==> src/rtl/clk_en_rst_gen_if.sv <==
// rtl/clk_en_rst_gen_if.sv - control and status bundle for the clock-enable / reset-sequencing generator
interface clk_en_rst_gen_if #(
  parameter int NUM_CH = 4,
  parameter int DIV_W  = 8
);
  logic                    en;
  logic [NUM_CH*DIV_W-1:0] div;
  logic                    sw_rst;
  logic [NUM_CH-1:0]       ce;
  logic [NUM_CH-1:0]       lvl;
  logic [NUM_CH-1:0]       rst_out;
  logic                    seq_done;
  logic [NUM_CH-1:0]       cfg_err;

  modport master (
    output en, div, sw_rst,
    input  ce, lvl, rst_out, seq_done, cfg_err
  );

  modport slave (
    input  en, div, sw_rst,
    output ce, lvl, rst_out, seq_done, cfg_err
  );
endinterface

==> src/rtl/clk_en_rst_gen.sv <==
// rtl/clk_en_rst_gen.sv - per-channel clock-enable dividers with staggered domain reset release
module clk_en_rst_gen #(
  parameter int NUM_CH   = 4,
  parameter int DIV_W    = 8,
  parameter int HOLD_CYC = 16,
  parameter int STAGGER  = 4
) (
  input  logic             clk,
  input  logic             rst,
  clk_en_rst_gen_if.slave  bus
);

  // Sequence counter saturates at the edge that releases the last channel.
  localparam int LAST = HOLD_CYC + (NUM_CH - 1) * STAGGER;
  localparam int SW   = $clog2(LAST + 2);

  typedef enum logic [1:0] {S_HOLD, S_RELEASE, S_RUN} state_t;

  state_t            state, state_n;
  logic [SW-1:0]     seq_cnt, seq_cnt_n;
  logic [NUM_CH-1:0] rel_n;
  logic [NUM_CH-1:0] rst_out_q;
  logic              seq_done_q;

  logic [DIV_W-1:0]  cnt_q [NUM_CH];
  logic [DIV_W-1:0]  cnt_n [NUM_CH];
  logic [DIV_W-1:0]  d_q   [NUM_CH];
  logic [DIV_W-1:0]  d_n   [NUM_CH];
  logic [NUM_CH-1:0] ce_q, ce_n;
  logic [NUM_CH-1:0] lvl_q, lvl_n;
  logic [NUM_CH-1:0] err_q, err_n;

  // Sequencer: soft reset restarts at HOLD, otherwise count edges and release channels in order.
  always_comb begin
    state_n   = state;
    seq_cnt_n = seq_cnt;
    rel_n     = '0;
    if (bus.sw_rst) begin
      state_n   = S_HOLD;
      seq_cnt_n = '0;
    end else begin
      if (seq_cnt != SW'(LAST)) seq_cnt_n = seq_cnt + SW'(1);
      for (int k = 0; k < NUM_CH; k++) begin
        rel_n[k] = (int'(seq_cnt) >= HOLD_CYC + k * STAGGER);
      end
      case (state)
        S_HOLD:    if (rel_n[0]) state_n = rel_n[NUM_CH-1] ? S_RUN : S_RELEASE;
        S_RELEASE: if (rel_n[NUM_CH-1]) state_n = S_RUN;
        default:   state_n = S_RUN;
      endcase
    end
  end

  // Per-channel divider: shadow divisor reloads on release and on wrap; divisors below 2 park the channel.
  always_comb begin
    for (int k = 0; k < NUM_CH; k++) begin
      cnt_n[k] = cnt_q[k];
      d_n[k]   = d_q[k];
      ce_n[k]  = 1'b0;
      lvl_n[k] = lvl_q[k];
      err_n[k] = 1'b0;
      if (!rel_n[k]) begin
        cnt_n[k] = '0;
        d_n[k]   = '0;
        lvl_n[k] = 1'b0;
      end else if (rst_out_q[k] || (d_q[k] < DIV_W'(2))) begin
        d_n[k]   = bus.div[k*DIV_W +: DIV_W];
        cnt_n[k] = '0;
        lvl_n[k] = 1'b0;
        err_n[k] = (bus.div[k*DIV_W +: DIV_W] < DIV_W'(2));
      end else if (bus.en) begin
        ce_n[k]  = (cnt_q[k] == d_q[k] - DIV_W'(1));
        lvl_n[k] = (cnt_q[k] >= (d_q[k] >> 1));
        if (cnt_q[k] == d_q[k] - DIV_W'(1)) begin
          cnt_n[k] = '0;
          d_n[k]   = bus.div[k*DIV_W +: DIV_W];
          err_n[k] = (bus.div[k*DIV_W +: DIV_W] < DIV_W'(2));
        end else begin
          cnt_n[k] = cnt_q[k] + DIV_W'(1);
        end
      end
    end
  end

  // State and output registers with synchronous active-low reset.
  always_ff @(posedge clk) begin
    if (!rst) begin
      state      <= S_HOLD;
      seq_cnt    <= '0;
      rst_out_q  <= '1;
      seq_done_q <= 1'b0;
      ce_q       <= '0;
      lvl_q      <= '0;
      err_q      <= '0;
      for (int k = 0; k < NUM_CH; k++) begin
        cnt_q[k] <= '0;
        d_q[k]   <= '0;
      end
    end else begin
      state      <= state_n;
      seq_cnt    <= seq_cnt_n;
      rst_out_q  <= ~rel_n;
      seq_done_q <= rel_n[NUM_CH-1];
      ce_q       <= ce_n;
      lvl_q      <= lvl_n;
      err_q      <= err_n;
      for (int k = 0; k < NUM_CH; k++) begin
        cnt_q[k] <= cnt_n[k];
        d_q[k]   <= d_n[k];
      end
    end
  end

  assign bus.ce       = ce_q;
  assign bus.lvl      = lvl_q;
  assign bus.rst_out  = rst_out_q;
  assign bus.seq_done = seq_done_q;
  assign bus.cfg_err  = err_q;

endmodule

==> src/flat_wrapper.sv <==
// flat-port wrapper written by rule: the top's interface ports become plain ports
module clk_en_rst_gen_flat 
#(
  parameter int NUM_CH   = 4,
  parameter int DIV_W    = 8,
  parameter int HOLD_CYC = 16,
  parameter int STAGGER  = 4
)
  (clk, rst, bus_en, bus_div, bus_sw_rst, bus_ce, bus_lvl, bus_rst_out, bus_seq_done, bus_cfg_err);
  clk_en_rst_gen_if #(.NUM_CH(NUM_CH), .DIV_W(DIV_W)) bus_i ();
  input  logic clk;
  input  logic rst;
  input wire logic [$bits(bus_i.en)-1:0] bus_en;
  input wire logic [$bits(bus_i.div)-1:0] bus_div;
  input wire logic [$bits(bus_i.sw_rst)-1:0] bus_sw_rst;
  output wire logic [$bits(bus_i.ce)-1:0] bus_ce;
  output wire logic [$bits(bus_i.lvl)-1:0] bus_lvl;
  output wire logic [$bits(bus_i.rst_out)-1:0] bus_rst_out;
  output wire logic [$bits(bus_i.seq_done)-1:0] bus_seq_done;
  output wire logic [$bits(bus_i.cfg_err)-1:0] bus_cfg_err;
  assign bus_i.en = bus_en;
  assign bus_i.div = bus_div;
  assign bus_i.sw_rst = bus_sw_rst;
  assign bus_ce = bus_i.ce;
  assign bus_lvl = bus_i.lvl;
  assign bus_rst_out = bus_i.rst_out;
  assign bus_seq_done = bus_i.seq_done;
  assign bus_cfg_err = bus_i.cfg_err;
  clk_en_rst_gen #(.NUM_CH(NUM_CH), .DIV_W(DIV_W), .HOLD_CYC(HOLD_CYC), .STAGGER(STAGGER)) u_core (.clk(clk), .rst(rst), .bus(bus_i));
endmodule
==> config.mk <==
export PLATFORM = sky130hd
export DESIGN_NAME = clk_en_rst_gen_flat
export DESIGN_NICKNAME = d
export VERILOG_FILES = /design/src/rtl/clk_en_rst_gen_if.sv /design/src/rtl/clk_en_rst_gen.sv /design/src/flat_wrapper.sv
export SDC_FILE = /design/constraint.sdc
export NUM_CORES = 1
export LEC_CHECK = 0
export CORE_MARGIN = 2
export CORE_UTILIZATION = 45
export DETAILED_ROUTE_END_ITERATION = 10
export PLACE_DENSITY = 0.73
export SLEW_MARGIN = 0
export SYNTH_ARGS = -nofsm -noshare
export SYNTH_HDL_FRONTEND = slang
export SYNTH_SLANG_ARGS = --single-unit
==> constraint.sdc <==
create_clock -name clk -period 3 [get_ports clk]
set_clock_uncertainty 0.1 [all_clocks]
set_input_delay 0.6 -clock clk [delete_from_list [all_inputs] [get_ports clk]]
set_output_delay 0.6 -clock clk [all_outputs]
set_load 0.05 [all_outputs]
# Yosys cells after proc, flatten, opt, wreduce, memory -nomap -nowiden
# Memories as Yosys holds them, arrays and structs flattened.
# Index checks and enable logic that the tools add are counted.
# Widths: inputs -> output; s select.
[word_totals]
ram_bits = 64
n_memories = 2
wordCells = 134
inputBits = 36
regBits = 22
[op_classes]
n_lt_le_gt_ge = 16
mux = 55
n_bitwise = 15
add_sub_neg = 9
eq_ne = 5
n_reduce_logical = 17
[memory_table]
columns = ["memory", "words", "width", "read_ports", "rd_clocked_by_memory_dff", "wr", "line", "source"]
rows = [
  ["u_core.cnt_q", 4, 8, 4, 0, 4, "clk_en_rst_gen.sv:25", "logic [DIV_W-1:0] cnt_q [NUM_CH];"],
  ["u_core.d_q", 4, 8, 4, 0, 4, "clk_en_rst_gen.sv:27", "logic [DIV_W-1:0] d_q [NUM_CH];"],
]
[op_table]
columns = ["cell", "count"]
rows = [
  ["$mux 8", 40],
  ["$lt 8x2->1 const B", 8],
  ["$add 8x1->8 const B", 4],
  ["$eq 8x8->1", 4],
  ["$ge 8x7->1", 4],
  ["$sub 8x1->8 const B", 4],
  ["$ge 5x5->1 const B", 4],
  ["$reduce_or 4->1", 4],
  ["$mux 1", 14],
  ["$reduce_or 3->1", 4],
  ["$or 1x1->1", 8],
  ["$reduce_and 2->1", 4],
  ["$not 1->1", 6],
  ["$add 5x1->5 const B", 1],
  ["$ne 5x5->1 const B", 1],
  ["$logic_or 1x1->1", 4],
  ["$mux 4", 1],
  ["$not 4->4", 1],
  ["$reduce_or 2->1", 1],
]

# Logic depth before layout (Yosys ltp)
# Gate-level depths: netlist of run 1.
[logic_depth]
depth_word = 7
depth_mapped = 10
ltp_nobuf = 8

# Worst setup path before layout of run 1
# No wires, ideal clock.
[synth_path]
kind = "register -> register"
startpoint = "memory u_core.d_q[0][0]"
endpoint = "memory u_core.d_q[0][2]"
required_time_ps = 2840
path_slack_ps = 655
arrival_time_ps = 2185
synth_period_minus_slack_ps = 2345
path_stages_with_launch = 11
path_buffers = 2
path_cell_list = "dfxtp_1 -> inv_1 -> ha_1 -> o21ba_1 -> a221o_1 -> a211o_1 -> nor4_4 -> buf_6 -> buf_12 -> o211ai_1 -> nand2_1"
[synth_rtl]
columns = ["element", "line"]
rows = [
  ["start: declaration", "clk_en_rst_gen.sv:27"],
]

==> results of run 1 <==
## placed cells by master (no fill, tap or decap), types with 3 or more instances in the layout
master | netlist | layout
dfxtp_1 | 86 | 86
nand2_1 | 62 | 62
clkdlybuf4s50_1 | 0 | 52
inv_1 | 44 | 44
xor2_1 | 39 | 39
ha_1 | 38 | 38
nor2_1 | 33 | 33
nor3_1 | 30 | 30
nand3_1 | 27 | 27
a21oi_1 | 25 | 25
xnor2_1 | 21 | 21
nand4_1 | 18 | 18
mux2i_1 | 17 | 17
o21ai_0 | 16 | 16
and3_1 | 15 | 15
o211ai_1 | 13 | 13
a211oi_1 | 12 | 12
nor4_1 | 10 | 10
clkbuf_16 | 0 | 9
buf_4 | 2 | 9
a21o_1 | 8 | 8
nand2b_1 | 5 | 5
o2111a_1 | 4 | 4
or4_2 | 4 | 4
nor2b_1 | 3 | 3
o41ai_1 | 3 | 3
a31o_2 | 3 | 3
o21a_1 | 3 | 3
a2111oi_0 | 3 | 3
## flip-flops by register name, summed over array words and instances (netlist names)
signal               count
u_core.bus.ce            4
u_core.bus.cfg_err       4
u_core.bus.lvl           4
u_core.bus.rst_out       4
u_core.bus.seq_done      1
u_core.cnt_q            32
u_core.d_q              32
u_core.seq_cnt           5
## area by class of cell
class / instances / area (um^2)
clock buffer: 11 / 252.7
clock inverter: 5 / 56.30
fill: 1053 / 5202
inverter: 44 / 165.2
multi-input combinational: 455 / 3156
sequential: 86 / 1722
tap: 143 / 178.9
timing repair buffer: 61 / 588.1
## kinds of logic after synthesis
| group | share of synthesized area (%) |
|---|---|
| and+or+nand+nor | 22.71 |
| DFF | 33.14 |
| AOI/OAI and AO/OA | 15.49 |
| adders and majority gates | 9.152 |
| buffers and inverters | 6.117 |
| xor gates and xnor gates | 10.12 |
| muxes | 3.275 |
## worst max-delay path, cell delays in order, from the launching register on
cell,delay [ps]
dfxtp_1,440
inv_1,80
ha_1,270
xnor2_1,190
a221o_1,190
a211oi_1,80
and4_1,250
nor2b_1,800
mux2i_1,270
## layer usage
layer	up-vias	wire length [um]	GRT usage [%]
li1	2283	-	-
met1	2141	5409	23.43
met2	77	5870	34.76
met3	19	340	2.069
met4	0	273	8.066
met5	-	0	0
## metrics by stage
stage	hold WS, ps	utilization (%)	setup WS, ps	area, um^2
after detailed placement	387.9	51.32	315.8	5809
after global routing	415.3	54.05	80.69	6118
final	390.0	54.05	251.6	6118
after CTS	396.6	54.05	276.3	6118
after floorplan	362.8	-	655.1	5195
after global placement	376.1	51.32	445.8	5809
## worst paths after layout
kind                     start                end  slack [ps]  cells after the start
min reg2reg  u_core.d_q[0][15]  u_core.d_q[0][15]         390                      2
max           u_core.d_q[0][8]  u_core.d_q[0][11]         250                      8
min          u_core.d_q[0][15]  u_core.d_q[0][15]         390                      2
max reg2reg   u_core.d_q[0][8]  u_core.d_q[0][11]         250                      8
## power groups by stage
stage	Combinational [mW]	Sequential [mW]	Clock [mW]
6_report	0.0834	1.14	1.16
5_1_grt	0.0903	1.14	1.22
4_1_cts	0.0837	1.14	1.17
3_5_place_dp	0.0832	1.17	0
3_3_place_gp	0.0813	1.17	0
2_1_floorplan	0.0241	1.17	0
==> impl_results.md, run 1 <==
* CP required at 3170 ps
* Num rows at 39
* Leading area contributor after synthesis: dfxtp_1
* Postcts setup bufs at 0
* Share of cells above drive strength 1 at 6.647%
* Clock buffer count from CTS at 9
* Mapped Area at 5195 um^2
* Setup-failing EPs final at 0
* Initial DRC count at 241
* IO Port Bufs at 52
* LEAKAGE at 2.237 nW
* Power Total at 2.386 mW
* WL/cell at 14.77 um
* Vias in the first global route at 4493
* Max Cap Violations at 0
* Minimum clock period at 2748 ps
* Worst Hold Class: reg -> reg
* Syn Area/Cell at 8.489 um^2
* Post-DRT Antenna Nets at 0
* WL final at 11890 um
* Worst-path fanout max at 9
* Achievable Freq at 363.8 MHz
* Layout Cells excl Fill at 805
* Async S/R FF share, synth at 0%
* Cell Pwr Density at 390.0 nW/um^2
* Maximum number of pins on one net before global-route repair at 23
* Die area at 12420 um^2
* Critical path launch point type: register
* Drt first pass iters at 6
* Gpl congestion at 0.9006
* EDFF count, synth at 0
* Most frequent cells after synthesis: dfxtp_1 (86), nand2_1 (62), inv_1 (44)
* Clock share of power at 48.5%
* Final hold violation count at 0
* Fin nets at 731
* Crit end category: register
* Worst-Skew Late Latency at 340 ps
* Gate power share at 3.5%
* Gr ovfl total at 0
* Starting Density at 45.89%
* GRT Resource Usage Total at 19.30%
* Yosys reg bits at 86
* Status: complete, no violations
* I/O pins at 53
* Critical path class: reg -> reg
* Synth top area cells: dfxtp_1 (33%), ha_1 (9.2%), xor2_1 (6.6%)
* Post-CTS Resized at 0
* Detailed Place HPWL at 8835 um
* CTS tree: built
* Via-to-Cell Ratio at 5.615
* Worst-path clk slew at 60 ps
* DRC viols at 0
* Initial antenna violation count at 0
* Switch Pwr at 500.8 uW
* Fin Setup TNS at 0 ps
* Post-Place Cells at 789
* Most common cell in the netlist: dfxtp_1
* Root cell of the clock tree: clkbuf_16
* Worst endpoint data arrival time at 2920 ps
* Count of pins over their slew limit at 0
* H-tree depth at 3
* Chip width at 111.4 um
* Synth Instances at 612
* Final period util at 91.61%
* CORE AREA at 11320 um^2
* First-pass GRT wire length at 20340 um
* RSZ-0062 raised after global routing: no
* Internal power at 1.886 mW
* Slew at the pin closest to its max-slew limit at 1004 ps
* Seq/Total Area, Yosys at 33.14%
* Syn_nets at 686
* Maximum vdd drop at 0.0002256 V
* Reg power frac at 48.0%
* Maximum buffer depth of the clock tree at 2
* Total number of vias at 4520
* Layout area overhead at 17.77%
* Die Ht at 111.4 um
* Slew HR at 32.95%
* Hold_buf cts at 0
* # clock sinks at 86
* Share of the synthesized area in the top cell type at 33.14%
* Leading register cell type out of synthesis: dfxtp_1
* Ys Warns at 0
* ANT cells at 0
* Sw Ratio at 20.98%
* Yosys cell types at 64
Note: power is estimated with default switching activity, not from simulation.
==> run 2, diff against run 1 <==
--- a/config.mk
+++ b/config.mk
@@ -9,7 +9,6 @@
 export CORE_UTILIZATION = 45
 export DETAILED_ROUTE_END_ITERATION = 10
 export PLACE_DENSITY = 0.73
-export SLEW_MARGIN = 0
 export SYNTH_ARGS = -nofsm -noshare
 export SYNTH_HDL_FRONTEND = slang
 export SYNTH_SLANG_ARGS = --single-unit
==> results of run 2 <==
Final layout, timing and power as in run 1 (identical DEF).
